===== config.mk =====
export PLATFORM = sky130hd
export DESIGN_NAME = imem_loader_flat
export DESIGN_NICKNAME = d
export VERILOG_FILES = /design/src/rtl/imem_loader_if.sv /design/src/rtl/imem_loader.sv /design/src/flat_wrapper.sv
export SDC_FILE = /design/constraint.sdc
export NUM_CORES = 1
export LEC_CHECK = 0
export ABC_CLOCK_PERIOD_IN_PS = 3100
export CORE_MARGIN = 10
export CORE_UTILIZATION = 57
export CTS_CLUSTER_DIAMETER = 120
export CTS_CLUSTER_SIZE = 8
export DETAILED_ROUTE_END_ITERATION = 12
export PLACE_DENSITY = 0.85
export SYNTH_ARGS = -nofsm -noshare
export SYNTH_HDL_FRONTEND = slang
export SYNTH_SLANG_ARGS = --single-unit

===== constraint.sdc =====
create_clock -name clk -period 3.1 [get_ports clk]
set_input_delay 0.465 -clock clk [delete_from_list [all_inputs] [get_ports clk]]
set_output_delay 0.465 -clock clk [all_outputs]
set_load 0.005 [all_outputs]

===== src/rtl/imem_loader_if.sv =====
// ---------------------------------------------------------------------------
// imem_loader_if
//   Bundles the byte-stream handshake and the instruction-memory write port
//   of imem_loader.
//
//   in_valid / in_data / in_ready : byte stream into the loader
//   mem_we / mem_addr / mem_wdata  : one-cycle word writes to the memory
//
//   Modports:
//     slave  - the loader (consumes the stream, drives the memory port)
//     master - the environment (drives the stream, observes writes)
// ---------------------------------------------------------------------------
interface imem_loader_if;
   logic        in_valid;
   logic [7:0]  in_data;
   logic        in_ready;
   logic        mem_we;
   logic [31:0] mem_addr;
   logic [31:0] mem_wdata;

   modport slave (
      input  in_valid, in_data,
      output in_ready, mem_we, mem_addr, mem_wdata
   );

   modport master (
      output in_valid, in_data,
      input  in_ready, mem_we, mem_addr, mem_wdata
   );
endinterface


===== src/rtl/imem_loader.sv =====
// ---------------------------------------------------------------------------
// imem_loader
//   Boot-time instruction memory writer. It takes a byte stream made of a
//   16-bit big-endian word count N followed by N big-endian 32-bit words.
//   Each word is written to byte address 4*k. The processor is held in reset
//   until the whole image has been written.
//
//   Optional feature: define IMEM_LOADER_CHECKSUM_EN to require one trailing
//   byte equal to the XOR of all data bytes. On a mismatch the load ends in
//   ERR.
//
//   Ports:
//     clk      system clock (rising edge)
//     rst      synchronous active-high reset
//     start    one-cycle load request (honoured in IDLE/DONE/ERR)
//     bus      imem_loader_if.slave: byte stream in, memory write port out
//     cpu_rst  processor reset, high while not successfully loaded
//     busy     load in progress (including a final write still in flight)
//     done     image loaded, level until next start/rst
//     err      load aborted, level until next start/rst
// ---------------------------------------------------------------------------
module imem_loader #(
   parameter int DEPTH_WORDS = 256,
   parameter int CNT_W       = 16
) (
   input  logic          clk,
   input  logic          rst,
   input  logic          start,
   imem_loader_if.slave  bus,
   output logic          cpu_rst,
   output logic          busy,
   output logic          done,
   output logic          err
);

   typedef enum logic [2:0] {
      IDLE,
      LEN_HI,
      LEN_LO,
      DATA,
`ifdef IMEM_LOADER_CHECKSUM_EN
      CHK,
`endif
      DONE,
      ERR
   } state_t;

   // Where the load goes once the header or data phase is complete.
`ifdef IMEM_LOADER_CHECKSUM_EN
   localparam state_t ST_TAIL = CHK;
`else
   localparam state_t ST_TAIL = DONE;
`endif

   state_t           state_q, state_d;
   logic [CNT_W-1:0] len_q, len_d;
   logic [CNT_W-1:0] wcnt_q, wcnt_d;    // words accepted so far
   logic [1:0]       bidx_q, bidx_d;    // byte position within the word
   logic [23:0]      word_q, word_d;    // upper three bytes; byte 3 goes straight out
   logic             we_q, we_d;
   logic [31:0]      addr_q, addr_d;
   logic [31:0]      wdata_q, wdata_d;
`ifdef IMEM_LOADER_CHECKSUM_EN
   logic [7:0]       csum_q, csum_d;
`endif

   logic             rdy;
   logic             acc;
   logic [15:0]      n_hdr;
   logic [CNT_W-1:0] wcnt_inc;

   always_comb begin
      rdy = 1'b0;
      case (state_q)
         LEN_HI, LEN_LO, DATA: rdy = 1'b1;
`ifdef IMEM_LOADER_CHECKSUM_EN
         CHK:                  rdy = 1'b1;
`endif
         default:              rdy = 1'b0;
      endcase
   end

   assign acc      = rdy & bus.in_valid;
   assign n_hdr    = {len_q[7:0], bus.in_data};
   assign wcnt_inc = wcnt_q + CNT_W'(1);

   always_comb begin
      state_d = state_q;
      len_d   = len_q;
      wcnt_d  = wcnt_q;
      bidx_d  = bidx_q;
      word_d  = word_q;
      we_d    = 1'b0;
      addr_d  = addr_q;
      wdata_d = wdata_q;
`ifdef IMEM_LOADER_CHECKSUM_EN
      csum_d  = csum_q;
`endif
      case (state_q)
         IDLE, DONE, ERR: begin
            if (start) begin
               state_d = LEN_HI;
               wcnt_d  = '0;
               bidx_d  = '0;
               word_d  = '0;
               addr_d  = '0;
`ifdef IMEM_LOADER_CHECKSUM_EN
               csum_d  = '0;
`endif
            end
         end
         LEN_HI: begin
            if (acc) begin
               len_d   = CNT_W'(bus.in_data);
               state_d = LEN_LO;
            end
         end
         LEN_LO: begin
            if (acc) begin
               len_d = CNT_W'(n_hdr);
               if (32'(n_hdr) > 32'(DEPTH_WORDS)) state_d = ERR;
               else if (n_hdr == 16'd0)           state_d = ST_TAIL;
               else                               state_d = DATA;
            end
         end
         DATA: begin
            if (acc) begin
`ifdef IMEM_LOADER_CHECKSUM_EN
               csum_d = csum_q ^ bus.in_data;
`endif
               bidx_d = bidx_q + 2'd1;
               case (bidx_q)
                  2'd0: word_d[23:16] = bus.in_data;
                  2'd1: word_d[15:8]  = bus.in_data;
                  2'd2: word_d[7:0]   = bus.in_data;
                  default: begin
                     // Word complete: the write is registered and issued
                     // next cycle, so the following byte can be accepted now.
                     we_d    = 1'b1;
                     wdata_d = {word_q, bus.in_data};
                     addr_d  = 32'({wcnt_q, 2'b00});
                     wcnt_d  = wcnt_inc;
                     if (wcnt_inc == len_q) state_d = ST_TAIL;
                  end
               endcase
            end
         end
`ifdef IMEM_LOADER_CHECKSUM_EN
         CHK: begin
            if (acc) state_d = (bus.in_data == csum_q) ? DONE : ERR;
         end
`endif
         default: state_d = IDLE;
      endcase
   end

   always_ff @(posedge clk) begin
      if (rst) begin
         state_q <= IDLE;
         len_q   <= '0;
         wcnt_q  <= '0;
         bidx_q  <= '0;
         word_q  <= '0;
         we_q    <= 1'b0;
         addr_q  <= '0;
         wdata_q <= '0;
`ifdef IMEM_LOADER_CHECKSUM_EN
         csum_q  <= '0;
`endif
      end else begin
         state_q <= state_d;
         len_q   <= len_d;
         wcnt_q  <= wcnt_d;
         bidx_q  <= bidx_d;
         word_q  <= word_d;
         we_q    <= we_d;
         addr_q  <= addr_d;
         wdata_q <= wdata_d;
`ifdef IMEM_LOADER_CHECKSUM_EN
         csum_q  <= csum_d;
`endif
      end
   end

   assign bus.in_ready  = rdy;
   assign bus.mem_we    = we_q;
   assign bus.mem_addr  = addr_q;
   assign bus.mem_wdata = wdata_q;

   // DONE is entered in the same cycle as the final write pulse. Gating with
   // we_q delays done/cpu_rst release by one cycle, so the processor never
   // leaves reset while a write is still outstanding.
   assign done    = (state_q == DONE) && !we_q;
   assign cpu_rst = !done;
   assign err     = (state_q == ERR);
   assign busy    = rdy || we_q;

endmodule


===== src/flat_wrapper.sv =====
// flat-port wrapper written by rule: the top's interface ports become plain ports
module imem_loader_flat 
#(
   parameter int DEPTH_WORDS = 256,
   parameter int CNT_W       = 16
)
  (clk, rst, start, cpu_rst, busy, done, err, bus_in_valid, bus_in_data, bus_in_ready, bus_mem_we, bus_mem_addr, bus_mem_wdata);
  imem_loader_if bus_i ();
  input  logic clk;
  input  logic rst;
  input  logic start;
  output logic cpu_rst;
  output logic busy;
  output logic done;
  output logic err;
  input wire logic [$bits(bus_i.in_valid)-1:0] bus_in_valid;
  input wire logic [$bits(bus_i.in_data)-1:0] bus_in_data;
  output wire logic [$bits(bus_i.in_ready)-1:0] bus_in_ready;
  output wire logic [$bits(bus_i.mem_we)-1:0] bus_mem_we;
  output wire logic [$bits(bus_i.mem_addr)-1:0] bus_mem_addr;
  output wire logic [$bits(bus_i.mem_wdata)-1:0] bus_mem_wdata;
  assign bus_i.in_valid = bus_in_valid;
  assign bus_i.in_data = bus_in_data;
  assign bus_in_ready = bus_i.in_ready;
  assign bus_mem_we = bus_i.mem_we;
  assign bus_mem_addr = bus_i.mem_addr;
  assign bus_mem_wdata = bus_i.mem_wdata;
  imem_loader #(.DEPTH_WORDS(DEPTH_WORDS), .CNT_W(CNT_W)) u_core (.clk(clk), .rst(rst), .start(start), .bus(bus_i), .cpu_rst(cpu_rst), .busy(busy), .done(done), .err(err));
endmodule

; ---- Word level (Yosys, flattened, before mapping)
; Cells that the tools add are included.
[op_classes]
add_sub_neg = 2
order_cmp = 1
eq_ne = 17
n_mux = 31
n_bitwise = 4
n_reduce_logical = 21
[ops]
columns = op, n
row1 = 2-to-1 mux 32 bit, 3
row2 = 2-to-1 mux 16 bit, 5
row3 = one-hot mux 16 bit (2 select lines), 2
row4 = one-hot mux 32 bit (2 select lines), 1
row5 = 2-to-1 mux 24 bit, 2
row6 = one-hot mux 24 bit (2 select lines), 1
row7 = 2-to-1 mux 3 bit, 8
row8 = 2-to-1 mux 8 bit, 3
row9 = adder 16 x 1 -> 16 bit (second input constant), 1
row10 = equality test 16 bit, 1
row11 = greater-than comparator 16 x 9 -> 1 bit (second input constant), 1
row12 = logical NOT 16 bit, 1
row13 = AND reduction 4 bit, 4
row14 = != test 2 x 1 -> 1 bit (second input constant), 7
row15 = one-hot mux 3 bit (4 select lines), 1
row16 = OR reduction 3 bit, 4
row17 = AND reduction 3 bit, 3
row18 = equality test 3 x 2 -> 1 bit (second input constant), 2
row19 = equality test 3 bit (second input constant), 2
row20 = AND reduction 6 bit, 1
row21 = 2-to-1 mux 2 bit, 2
row22 = != test 2 bit (second input constant), 2
row23 = one-hot mux 2 bit (2 select lines), 1
row24 = nonzero test 2 bit, 2
row25 = other kinds (12), 16
[word_totals]
ff_bits = 126
input_bits = 12
output_inout_bits = 70
word_cells = 86

; ---- Logic depth before layout (Yosys ltp)
[logic_depth]
ltp_word = 6
depth_mapped = 10
mapped_depth_nobuf = 7

; ---- Least setup slack after synthesis
; No wires, ideal clock.
[synth_timing]
path_kind = flip-flop to flip-flop
from = register u_core.wcnt_q[0]
to = register u_core.state_q[0]
setup_time_ns = 0.132
arrival_ns = 1.882
path_slack_ns = 1.086
path_stages_with_launch = 7
n_path_buf = 0
synth_period_minus_slack_ns = 2.014
path_cell_list = dfxtp_1 -> ha_1 -> nand4_4 -> or2_2 -> o41ai_1 -> and4_1 -> a31oi_1
[synth_via]
elab_chain_len = 4
[synth_lines]
columns = element, line
row1 = from (decl), imem_loader.sv:57  ; logic [CNT_W-1:0] wcnt_q, wcnt_d;
row2 = from (signal assigned), imem_loader.sv:173  ; wcnt_q <= wcnt_d;
row3 = adder 16 x 1 -> 16 bit, imem_loader.sv:85  ; assign wcnt_inc = wcnt_q + CNT_W'(1);
row4 = equality test 16 bit, imem_loader.sv:143  ; if (wcnt_inc == len_q) state_d = ST_TAIL;
row5 = != test 2 x 1 -> 1 bit (no source line), --
row6 = AND reduction 6 bit (no source line), --
row7 = to (signal assigned), imem_loader.sv:171  ; state_q <= state_d;
row8 = to (decl), imem_loader.sv:55  ; state_t state_q, state_d;
; No other way between the ends.
; A chain may end at the register's enable or synchronous reset.

; ---- Worst setup path after layout
[layout_timing]
from = register u_core.state_q[1]
to = output port done
[layout_via]
elab_chain_len = 2
[layout_lines]
columns = element, line
row1 = equality test 3 bit, imem_loader.sv:193  ; assign done = (state_q == DONE) && !we_q;
row2 = logical AND 1 bit, imem_loader.sv:193
row3 = to (decl), flat_wrapper.sv:14  ; output logic done;
; No other way between the ends.

==> qor.yml <==
status: "complete, no violations"
diodes: 0
synth_compound_area_frac: 0.1532
ys.flop_type: "dfxtp_1"
vdd_drop_max_mv: 0.3497
drtPass1Iterations: 6
drc: 0
final_area_mm2: 0.005746
rsz0062_at_grt: "false"
nets: 632
slew_headroom: 0.4867
worstSkewPairLatency_ps: 380
min_path_type: "flip-flop to flip-flop"
finClkSkew_ps: 14.75
utilization: 0.6686
synth_cells: 577
slew_viol_final: 0
drt-initial-drc-count: 305
grt_max_degree: 79
post_cts_buffers: 0
antenna_left: 0
die_width_um: 113.4
start_util: 0.5789
die_h_um: 113.4
h-tree-depth: 3
io-pin-count: 82
cp.required_ps: 2630
portBuffers: 65
cpMaxStageDelayCell: "clkdlybuf4s50_1"
synth_top_family_by_area: "simple AND/OR/NAND/NOR gates"
synth_edf_count: 0
grt-ovfl-total: 0
r2r_cells: 7
synth_common_cells: "110 x dfxtp_1, 89 x nand2_1, 58 x nor2_1"
cp.arrival_ps: 1990
numCtsBuffers: 9
r2r_end: "u_core.state_q[2]"
cts-resized-gates: 0
r2r_slack_ps: 650
async_flop_share: 0
fin_tns_setup_ps: 0
holdBufCountCts: 0
antenna_found_initial: 0
syn-cell-area_mm2: 0.004975
hold_path_end: "u_core.bus.mem_wdata[25]"
place_hpwl_um: 8634
period_share: 0.7918
avgViaCountPerCell: 5.795
yosysMostFrequentCell: "dfxtp_1"
max_cap_violations: 0
ys.warnings.count: 0
gp_congestion: 0.8812
root_buffer: "clkbuf_8"
clkTransAtPathRegs_ps: 120
yosys.area.top_type: "dfxtp_1"
synth-seq-cells: 110
leakagePower_nw: 2.154
core_mm2: 0.008593
cts_tree: "done"
crit_path_cell_trace: "inv_1 > nand2_1 > or3_1 > inv_1 > clkdlybuf4s50_1"
setup.worst_path.class: "flip-flop to primary output"
worst_pin_slew_ps: 769.9
path_max_fanout: 8
synth.mux.area_fraction: 0.06640
area_delta_synth_final_pct: 15.49
first_global_vias: 4159
vias: 4219
power.density_mw_per_mm2: 536.9
wirelength_um: 12230
syn_area_per_cell_um2: 8.622
holdPathStages: 2
finalSetupViolCount: 0
grt_pass1_wl_um: 20270
synth_fa_ha_area_frac: 0.01258
fmax_ghz: 0.4074
worstSetupEndpointType: "primary output"
ys_seq_area_frac: 0.4427
place_area_mm2: 0.005540
rows: 34
ctsLongestPathBuffers: 2
synth-xor-area-share: 0.04754
synth_area_leaders: "dfxtp_1 44%, nand2_1 6.7%, mux2i_1 6.6%"
start_kind: "flip-flop"
cts_sinks: 110
drt-wirelength-per-cell_um: 16.80
r2r_start: "u_core.wcnt_q[0]"
synth_top_area_frac: 0.4427
synth-simple-area-share: 0.2042
cpPeakStageDelay_ps: 490
track_usage: 0.1876
hold_viol_final: 0
drive_gt1_frac: 0.05484
holdCritStartpoint: "u_core.word_q[17]"
dieArea_mm2: 0.01286
synth_cell_types: 52
period_minus_slack_ps: 2455
crit_path_frequent_cell: "inv_1"
==> sequential cells by signal, summed over array words and instances (netlist names) <==
signal                count
u_core.bidx_q             2
u_core.bus.mem_we         1
u_core.bus.mem_addr      16
u_core.state_q            3
u_core.word_q            24
u_core.len_q             16
u_core.bus.mem_wdata     32
u_core.wcnt_q            16
==> report_power, final <==
group          total [mW]  internal [mW]  switching, mW
Clock               0.882          0.325          0.558
Combinational       0.665          0.290          0.375
Sequential           1.54           1.46         0.0804
Total                3.08           2.07           1.01
==> cells by family after synthesis <==
| family | Yosys count |
|---|---|
| and+or+nand+nor | 214 |
| AOI/OAI and AO/OA | 118 |
| DFF | 110 |
| buffers and inverters | 69 |
| muxes | 33 |
| xor gates and xnor gates | 27 |
| adders and majority gates | 5 |
| other | 1 |
==> stage by stage <==
step / instances / setup slack [ps] / power [mW] / hold slack, ps
global route: 728 / 491.0 / 3.222 / 476.9
detailed placement: 712 / 575.2 / 2.225 / 446.4
global placement: 712 / 570.4 / 2.197 / 437.0
CTS: 728 / 637.3 / 3.090 / 453.9
finish: 728 / 645.3 / 3.085 / 462.9
floorplan: 592 / 1086 / 2.057 / 431.2
==> worst max path at each step <==
stage | slack (ps) | end | from
after CTS | 640 | done | u_core.state_q[1]
final | 650 | done | u_core.state_q[1]
after floorplan | 1090 | u_core.state_q[0] | u_core.wcnt_q[0]
after detailed placement | 580 | u_core.state_q[0] | bus_in_data[4]
after global routing | 490 | u_core.wcnt_q[6] | u_core.state_q[0]
after global placement | 570 | u_core.state_q[0] | bus_in_data[4]
==> critical path, delay by kind of cell (launching register included) <==
family	cells	cell delay (ps)
buffers and inverters	3	780
AND/OR/NAND/NOR	2	420
flip-flops	1	400
==> metal layers <==
| metal | GRT usage | vias up | routed length [um] |
|---|---|---|---|
| li1 | - | 2030 | - |
| met1 | 0.2214 | 1997 | 5056 |
| met2 | 0.3038 | 169 | 5790 |
| met3 | 0.07664 | 23 | 1166 |
| met4 | 0.06091 | 0 | 218 |
| met5 | 0 | - | 0 |
==> layout make-up <==
class                   count  area, um2
clock inverters             7      81.33
clock buffers               9      123.9
repair buffers             72      698.2
inverters                   9      33.78
multi-input cells         413       2471
well taps                 108      135.1
fillers                   681       2848
flip-flops and latches    110       2202
==> cells in the final DEF, fill, tap and decap left out, types with 11 or more instances in the layout <==
cell type	count
dfxtp_1	110
xnor2_1	18
nor2_1	58
nand2_1	89
o21ai_0	22
a22o_1	15
conb_1	16
nand3_1	11
a21oi_1	38
mux2i_1	33
clkdlybuf4s50_1	64
No activity file was read; power rests on OpenSTA's default activity.
